### src/rtl/pos_sweep_pkg.sv
// Shared types and helpers for the product-of-sums truth-table sweeper.
// Optional feature macro: POS_ONES_COUNT_EN (adds a running count of true minterms).
package pos_sweep_pkg;

  localparam int unsigned N_MAX       = 8;
  localparam int unsigned CLAUSES_MAX = 8;

  typedef enum logic [1:0] {
    StIdle = 2'd0,
    StRun  = 2'd1,
    StDone = 2'd2
  } state_t;

  // Width of the truth table for n inputs.
  function automatic int unsigned tt_width(input int unsigned n);
    return 32'd1 << n;
  endfunction

endpackage

### src/rtl/pos_sweep_eval_if.sv
// Control/result bundle between a requester and the pos_sweep_eval engine.
// Optional feature macro: POS_ONES_COUNT_EN (adds ones_cnt).
interface pos_sweep_eval_if
  import pos_sweep_pkg::*;
#(
  parameter int unsigned N       = 4,
  parameter int unsigned CLAUSES = 3
) ();

  logic                     start;
  logic [CLAUSES*N-1:0]     pos_mask;
  logic [CLAUSES*N-1:0]     neg_mask;
  logic [CLAUSES-1:0]       clause_en;
  logic                     busy;
  logic [N-1:0]             m;
  logic                     s;
  logic                     valid;
  logic [tt_width(N)-1:0]   tt;
  logic                     done;
`ifdef POS_ONES_COUNT_EN
  logic [N:0]               ones_cnt;
`endif

  modport master (
    output start, pos_mask, neg_mask, clause_en,
`ifdef POS_ONES_COUNT_EN
    input  ones_cnt,
`endif
    input  busy, m, s, valid, tt, done
  );

  modport slave (
    input  start, pos_mask, neg_mask, clause_en,
`ifdef POS_ONES_COUNT_EN
    output ones_cnt,
`endif
    output busy, m, s, valid, tt, done
  );

endinterface

### src/rtl/pos_clause_eval.sv
// One product-of-sums clause: OR of the selected literals of minterm m.
// An empty clause is 0; a disabled clause is 1 so it drops out of the AND.
module pos_clause_eval #(
  parameter int unsigned N = 4
) (
  input  logic [N-1:0] i_m,
  input  logic [N-1:0] i_pos,
  input  logic [N-1:0] i_neg,
  input  logic         i_en,
  output logic         o_clause
);

  logic w_any_lit;

  // Literal x_i is true when m[i] = 1, literal ~x_i when m[i] = 0.
  always_comb begin
    w_any_lit = |((i_m & i_pos) | (~i_m & i_neg));
    o_clause  = ~i_en | w_any_lit;
  end

endmodule

### src/rtl/pos_sweep_eval.sv
// Sweeps every minterm of an N-input product-of-sums function, one per clock,
// building the full truth table and pulsing done after the last minterm.
// Optional feature macro: POS_ONES_COUNT_EN (running count of true minterms).
module pos_sweep_eval
  import pos_sweep_pkg::*;
#(
  parameter int unsigned N       = 4,
  parameter int unsigned CLAUSES = 3
) (
  input  logic              i_clk,
  input  logic              i_reset,
  pos_sweep_eval_if.slave   io_bus
);

  localparam int unsigned  TtW  = tt_width(N);
  localparam logic [N-1:0] MMax = '1;

  if (N == 0 || N > N_MAX) begin : g_bad_n
    $error("pos_sweep_eval: N out of range 1..8");
  end
  if (CLAUSES == 0 || CLAUSES > CLAUSES_MAX) begin : g_bad_clauses
    $error("pos_sweep_eval: CLAUSES out of range 1..8");
  end

  state_t               r_state;
  state_t               w_state_nxt;
  logic                 w_accept;
  logic [N-1:0]         r_m;
  logic [TtW-1:0]       r_tt;
  logic [CLAUSES*N-1:0] r_pos;
  logic [CLAUSES*N-1:0] r_neg;
  logic [CLAUSES-1:0]   r_en;
  logic [CLAUSES-1:0]   w_clause;
  logic                 w_s;

  for (genvar k = 0; k < CLAUSES; k++) begin : g_clause
    pos_clause_eval #(
      .N (N)
    ) u_clause (
      .i_m      (r_m),
      .i_pos    (r_pos[k*N +: N]),
      .i_neg    (r_neg[k*N +: N]),
      .i_en     (r_en[k]),
      .o_clause (w_clause[k])
    );
  end

  assign w_s = &w_clause;

  // State register.
  always_ff @(posedge i_clk) begin
    if (i_reset) begin
      r_state <= StIdle;
    end else begin
      r_state <= w_state_nxt;
    end
  end

  // Next state; start is only honoured outside RUN.
  always_comb begin
    w_state_nxt = r_state;
    w_accept    = 1'b0;
    unique case (r_state)
      StIdle: begin
        if (io_bus.start) begin
          w_state_nxt = StRun;
          w_accept    = 1'b1;
        end
      end
      StRun: begin
        if (r_m == MMax) w_state_nxt = StDone;
      end
      StDone: begin
        if (io_bus.start) begin
          w_state_nxt = StRun;
          w_accept    = 1'b1;
        end else begin
          w_state_nxt = StIdle;
        end
      end
      default: w_state_nxt = StIdle;
    endcase
  end

  // Mask latches, minterm counter and truth-table write; m wraps to 0 on the last minterm.
  always_ff @(posedge i_clk) begin
    if (i_reset) begin
      r_m   <= '0;
      r_tt  <= '0;
      r_pos <= '0;
      r_neg <= '0;
      r_en  <= '0;
    end else if (w_accept) begin
      r_m   <= '0;
      r_tt  <= '0;
      r_pos <= io_bus.pos_mask;
      r_neg <= io_bus.neg_mask;
      r_en  <= io_bus.clause_en;
    end else if (r_state == StRun) begin
      r_tt[r_m] <= w_s;
      r_m       <= r_m + N'(1);
    end
  end

`ifdef POS_ONES_COUNT_EN
  logic [N:0] r_ones;

  // Running popcount of the truth table being built.
  always_ff @(posedge i_clk) begin
    if (i_reset) begin
      r_ones <= '0;
    end else if (w_accept) begin
      r_ones <= '0;
    end else if (r_state == StRun) begin
      r_ones <= r_ones + (N+1)'(w_s);
    end
  end

  assign io_bus.ones_cnt = r_ones;
`endif

  assign io_bus.busy  = (r_state == StRun);
  assign io_bus.valid = (r_state == StRun);
  assign io_bus.done  = (r_state == StDone);
  assign io_bus.m     = r_m;
  assign io_bus.s     = w_s;
  assign io_bus.tt    = r_tt;

endmodule
### src/flat_wrapper.sv
// flat-port wrapper written by rule: the top's interface ports become plain ports
module pos_sweep_eval_flat import pos_sweep_pkg::*;
#(
  parameter int unsigned N       = 4,
  parameter int unsigned CLAUSES = 3
)
  (i_clk, i_reset, io_bus_start, io_bus_pos_mask, io_bus_neg_mask, io_bus_clause_en, io_bus_busy, io_bus_m, io_bus_s, io_bus_valid, io_bus_tt, io_bus_done);
  pos_sweep_eval_if #(.N(N), .CLAUSES(CLAUSES)) io_bus_i ();
  input  logic i_clk;
  input  logic i_reset;
  input wire logic [$bits(io_bus_i.start)-1:0] io_bus_start;
  input wire logic [$bits(io_bus_i.pos_mask)-1:0] io_bus_pos_mask;
  input wire logic [$bits(io_bus_i.neg_mask)-1:0] io_bus_neg_mask;
  input wire logic [$bits(io_bus_i.clause_en)-1:0] io_bus_clause_en;
  output wire logic [$bits(io_bus_i.busy)-1:0] io_bus_busy;
  output wire logic [$bits(io_bus_i.m)-1:0] io_bus_m;
  output wire logic [$bits(io_bus_i.s)-1:0] io_bus_s;
  output wire logic [$bits(io_bus_i.valid)-1:0] io_bus_valid;
  output wire logic [$bits(io_bus_i.tt)-1:0] io_bus_tt;
  output wire logic [$bits(io_bus_i.done)-1:0] io_bus_done;
  assign io_bus_i.start = io_bus_start;
  assign io_bus_i.pos_mask = io_bus_pos_mask;
  assign io_bus_i.neg_mask = io_bus_neg_mask;
  assign io_bus_i.clause_en = io_bus_clause_en;
  assign io_bus_busy = io_bus_i.busy;
  assign io_bus_m = io_bus_i.m;
  assign io_bus_s = io_bus_i.s;
  assign io_bus_valid = io_bus_i.valid;
  assign io_bus_tt = io_bus_i.tt;
  assign io_bus_done = io_bus_i.done;
  pos_sweep_eval #(.N(N), .CLAUSES(CLAUSES)) u_core (.i_clk(i_clk), .i_reset(i_reset), .io_bus(io_bus_i));
endmodule
### config.mk
export PLATFORM = sky130hd
export DESIGN_NAME = pos_sweep_eval_flat
export DESIGN_NICKNAME = d
export VERILOG_FILES = /design/src/rtl/pos_sweep_pkg.sv /design/src/rtl/pos_sweep_eval_if.sv /design/src/rtl/pos_clause_eval.sv /design/src/rtl/pos_sweep_eval.sv /design/src/flat_wrapper.sv
export SDC_FILE = /design/constraint.sdc
export NUM_CORES = 1
export LEC_CHECK = 0
export ABC_AREA = 1
export CELL_PAD_IN_SITES_DETAIL_PLACEMENT = 1
export CELL_PAD_IN_SITES_GLOBAL_PLACEMENT = 1
export CORE_ASPECT_RATIO = 0.7
export CORE_UTILIZATION = 34
export DETAILED_ROUTE_END_ITERATION = 6
export PLACE_DENSITY_LB_ADDON = 0.1
export SLEW_MARGIN = 20
export SYNTH_ARGS = -nofsm -noshare
export SYNTH_HDL_FRONTEND = slang
export SYNTH_SLANG_ARGS = --single-unit
### constraint.sdc
create_clock -name i_clk -period 1.6 [get_ports i_clk]
set_input_delay 0.16 -clock i_clk [delete_from_list [all_inputs] [get_ports i_clk]]
set_output_delay 0.16 -clock i_clk [all_outputs]
set_load 0.02 [all_outputs]
### Word-level counts from Yosys, hierarchy flattened

Cells that the tools add are included.

* register bits after elaboration: 49
* input port bits: 30
* logic and storage cells: 48

* $add $sub $neg: 1
* $lt $le $gt $ge: 2
* equality and inequality tests: 5
* mux-type cells: 9
* bitwise logic cells: 16
* reduce and logical (&&, ||, !) cells: 9

Operators with widths (number)
* 4-bit bitwise AND: 6
* 16-bit bitwise mux: 1
* 4-bit bitwise OR: 3
* 4-bit OR reduction: 3
* 2-bit one-hot mux with 3 select lines: 1
* 4-bit by 5-bit less-than comparator with 1-bit output (second input constant): 1
* 4-bit by 1-bit adder with 4-bit output (second input constant): 1
* 1-bit demux with 4-bit select: 1
* 4-bit equality test (second input constant): 1
* 4-bit by 1-bit >= comparator with 1-bit output (second input constant): 1
* 1-bit two-way mux: 4
* 2-bit two-way mux: 2
* 4-bit inverter: 1
* 2-bit OR reduction: 2
* 1-bit inverter: 3
* 1-bit bitwise OR: 3
* 3-bit AND reduction: 1
* 2-bit by 1-bit equality test with 1-bit output (second input constant): 1
* 2-bit equality test (second input constant): 1
* 2-bit logical NOT: 1
* 2-bit by 1-bit != test with 1-bit output (second input constant): 1
* 2-bit != test (second input constant): 1
* 2-bit AND reduction: 1
* 1-bit logical AND: 1

### Longest topological paths before layout

* word-level depth: 7
* gate-level depth with buffers: 9

### Modules after synthesis

From an unflattened synthesis, not the netlist that was laid out.

* cells, all modules: 321
* area, all modules: 2218.4 µm²

By module, submodules not included
* pos_sweep_eval: instances 1, cells an instance 270, area each 2004.4 µm², sequential area each 980.9 µm²
* pos_clause_eval: instances 3, cells an instance 17, area each 71.3 µm², sequential area each 0.0 µm²

### Least setup slack after synthesis

OpenSTA, ideal clock, no wires.

* path type: register -> output
* start: reg u_core.r_m[0], in the netlist u_core.io_bus.m[0]
* end: out io_bus_s
* arrival: 1.319 ns
* required time: 1.440 ns
* setup slack: 0.121 ns
* cell stages (with the launch flop): 9
* path through: dfxtp_1 > inv_2 > nand2_1 > nand3_1 > nor2_1 > nand2_2 > nand3_4 > buf_12 > inv_1

* longest elaborated chain between the ends: 6
* elaborated cells on any way between the ends: 17
* those cells by class: bitwise (13); reduce/logical (4)

RTL lines
* start: declaration: line pos_sweep_eval.sv:28 `logic [N-1:0] r_m;`
* start signal: assignment: line pos_sweep_eval.sv:101 `r_m <= r_m + N'(1);`
* 4-bit inverter: line pos_clause_eval.sv:17 `w_any_lit = |((i_m & i_pos) | (~i_m & i_neg));`
* 4-bit bitwise AND: line pos_clause_eval.sv:17
* 4-bit bitwise OR: line pos_clause_eval.sv:17
* 4-bit OR reduction: line pos_clause_eval.sv:17
* 1-bit bitwise OR: line pos_clause_eval.sv:18 `o_clause = ~i_en | w_any_lit;`
* 3-bit AND reduction (*): line pos_sweep_eval.sv:48 `assign w_s = &w_clause;`
* end: declaration: line flat_wrapper.sv:17 `output wire logic [$bits(io_bus_i.s)-1:0] io_bus_s;`

Every way passes the cells marked *; elsewhere a longest branch is shown, timed or not.

### Final worst setup path

* start: reg u_core.r_m[1], in the netlist u_core.io_bus.m[1]
* end: out io_bus_s

The elaborated chain is that of the path after synthesis.

==> metrics list <==
* Htree depth: 2
- Between clock sinks in the finished design, the worst skew comes to 0.00868 ns.
* Overall Global Routing Usage: between 10% and 20%
- Average instance area after synthesis: 7.61 um2
- Finished Core Util: 49.3%
* Worst EP arrival: 1.38 ns
- Across the VDD grid, the largest voltage drop is approximately 0.38 mV.
- Detailed-route wire length per cell: ~14 um
* Number of antenna violations at the first check in global routing: 0
* CP max FO: 5
* Area share of the largest cell type after synthesis: between 40 and 50%
- Sum of overflow across all layers after global routing: 0
* Most instantiated flip-flop cell in the synthesis netlist: sky130_fd_sc_hd__dfxtp_1
- Counting flops with a built-in enable in the synthesized netlist gives 0.
- The routed layout has slightly below 2k vias.
- Number of design-rule violations left by the first detailed-router iteration: a little over 40
- Number of buffers added by the clock tree synthesis step: 5
- The final critical path takes up between 90% and 100% of the cycle.
- Fraction of final layout cells sized beyond drive strength 1: 16.2%
- The netlist uses 23 different library cells.
- Die span in y: just under 70 um
* Leakage power: about 1.2 nW
* Async S/R FF share, synth: 0%
- Setup Crit Path Kind: reg -> out
- The number of antenna diodes in the final layout is 0.
- Counting flops and latches in the post-synthesis netlist gives 49.
- STA classifies the critical path endpoint as an output port.
* Synth Area in Compound Gates: 18.5%
- Pre-antenna DRT Iters: 4
* Worst-Skew Late Latency: just over 0.3 ns
- Overall power consumption: approximately 2.5 mW
- Setup violations remaining at the end of the flow were counted as 0.
- Required @ worst endpoint: around 1.4 ns
- Minimum setup slack in the final design: 0.0623 ns
- Unrepaired setup endpoints after global routing: yes
* Gate count of the mapped netlist: around 280
* Die ar.: 6480 um2
- The floorplan has 23 rows.
- Maximum root-to-sink buffer count: 2
* Top cells by count, synth: sky130_fd_sc_hd__nor2_1 (75), sky130_fd_sc_hd__dfxtp_1 (49), sky130_fd_sc_hd__o21ai_0 (46)
- In the synthesized netlist, mux cells make up 0% of the area.
- The congestion estimate from routability-driven global placement came to 0.786.
- Prior to clock tree synthesis, the placed netlist has a worst setup slack of -0.181 ns.
- Summed over all failing endpoints, the final setup total negative slack is 0 ns.
* Critical path launch point type: register
* CTS tree: yes
- Max-cap violations in this run came to 0.
* Effective utilization at floorplan: approximately 36%
- Top cell type by total area after synthesis: sky130_fd_sc_hd__dfxtp_1
* Summed instance area of the synthesized netlist: 2090 um2
* Crit path time final: approximately 1.5 ns
- Core box area: around 5800 um2
* Status: completed
- CTS saw just under 50 sinks.
- Detailed placement finished with a half-perimeter wire length of approximately 4400 um.
- Ports placed on the boundary: 54
* Cell with the most instances after synthesis: sky130_fd_sc_hd__nor2_1
- In this run the tool buffered the top-level ports with between 50 and 60 buffer cells.
* First-pass GRT wire length: around 9500 um
- Timing would allow up to approximately 650 MHz.
- Hold-fix buffers, CTS: 0
- Yosys printed 0 warnings.
- The count of nets left with antenna violations once routing finished came out at 0.
- Net Count, Synth: 309
- In the routed design, unresolved DRC markers number 0.
- After clock tree synthesis, the clock-pin slew on the worst setup and hold paths is roughly 0.090 ns.
* Pin count of the biggest net entering global routing: 32
* Cell at the root of the clock tree: sky130_fd_sc_hd__clkbuf_8
* Post-layout net count: approximately 370
* Final hold vios: 0
- Using the TritonRoute via totals, the vias-per-cell ratio works out to ~4.8.
- The path class of the tightest hold or removal check is in -> reg.
- Simple-gate share of the synthesized area: around 26%
* Width of the die: roughly 96 um
* Routed WL: 5840 um
* Combinational family with the most area after synthesis: simple AND/OR/NAND/NOR gates
- The setup check on the worst reg-to-reg path leaves a slack of about 0.17 ns.
- Number of pins with negative max-slew slack in the final report: 0
- The synthesized netlist devotes 0% of its cell area to XOR and XNOR gates.
- Vias in the first global route: 1909
- Worst relative slew slack: around three quarters
- Power spread over the standard cell area amounts to slightly below 900 nW/um2.
- At the pin with the least slew margin, the transition time is between 0.3 and 0.4 ns.
- After synthesis, flip-flops and latches occupy between 40 and 50% of the total area.
* Adder-Cell Fraction of Synth Area: under 10%
- Syn-to-layout area delta: 37.7%
* Largest cells by area after synthesis: sky130_fd_sc_hd__dfxtp_1 (47%), sky130_fd_sc_hd__nor2_1 (13%), sky130_fd_sc_hd__o21ai_0 (11%), sky130_fd_sc_hd__nand2_1 (6.5%), sky130_fd_sc_hd__a21oi_2 (3.8%)
[power breakdown]
group          internal [mW]  switching [mW]
logic                  0.187           0.233
clock network          0.351           0.422
registers               1.28          0.0464
[state kept, by name, indices dropped and copies added, names as in the netlist]
name,cells
u_core.io_bus.tt,16
u_core.r_pos,12
u_core.io_bus.m,4
u_core.r_state,2
u_core.r_en,3
u_core.r_neg,12
[path summary, 6_finish.rpt]
check                                       start                           endpoint  cells after the start
hold reg to reg      u_core.r_neg[9]$_SDFFE_PP0P_       u_core.r_neg[9]$_SDFFE_PP0P_                      2
setup / recovery  u_core.io_bus.m[1]$_SDFFE_PP0P_                           io_bus_s                      8
setup reg to reg  u_core.io_bus.m[1]$_SDFFE_PP0P_  u_core.io_bus.tt[12]$_SDFFE_PP0P_                      8
hold / removal                io_bus_clause_en[2]        u_core.r_en[2]$_SDFFE_PP0P_                      3
[final cells by class]
cell class	instances	area, um2
clock inverter	2	13.8
timing repair buffer	69	656
tap	75	93.8
sequential	49	993
fill	752	2960
multi-input combinational	200	985
inverter	14	57.6
clock buffer	6	82.6
[cell usage in the layout, fill, tap and decap left out, drive strengths merged]
cell	n
inv	14
dlygate4sd2	6
clkbuf	6
a21oi	23
clkinv	2
nor3	2
buf	17
ha	4
clkdlybuf4s50	45
dfxtp	49
nand2	39
nand3	8
dlymetal6s2s	1
o21ai	46
nor2	77
a21boi	1
[routing by layer]
metal / part of all wire, % / vias up / wire [um] / track usage, %
met2: 42 / 32 / 2470 / 29.2
met3: 2.9 / 8 / 168 / 4.05
li1: - / 1016 / - / -
met5: 0 / - / 0 / 0
met4: 1.1 / 0 / 64 / 5.60
met1: 54 / 918 / 3130 / 28.8
[worst max-delay path, stage by stage, from the launching register on]
cell and delay (ns):
sky130_fd_sc_hd__dfxtp_2 0.33, sky130_fd_sc_hd__buf_4 0.15, sky130_fd_sc_hd__nand2_2 0.06, sky130_fd_sc_hd__nand3_2 0.07, sky130_fd_sc_hd__nor2_2 0.13, sky130_fd_sc_hd__nand2_2 0.07
sky130_fd_sc_hd__nand3_4 0.08, sky130_fd_sc_hd__inv_1 0.04, sky130_fd_sc_hd__buf_4 0.14
[metrics by stage]
| step | instances | instance area, um2 | hold slack, ns |
|---|---|---|---|
| 2_1_floorplan | 275 | 2090 | 0.229 |
| 3_3_place_gp | 407 | 2770 | 0.449 |
| 3_5_place_dp | 407 | 2770 | 0.464 |
| 4_1_cts | 415 | 2860 | 0.472 |
| 5_1_grt | 415 | 2880 | 0.489 |
| 6_report | 415 | 2880 | 0.468 |
[cell families after synthesis]
kind of cell               after synthesis
DFF                                     49
buffers and inverters                   26
adders and majority gates                4
and+or+nand+nor                        126
AOI/OAI and AO/OA                       70
[what timing repair did]
| action | 4_1_cts | 5_1_grt |
|---|---|---|
| gates resized for setup | 18 | 6 |
| endpoints found under the setup margin | 7 | 2 |
| buffers inserted | 0 | 0 |
| pin swaps | 1 | 1 |
No activity file was read; power rests on OpenSTA's default activity.
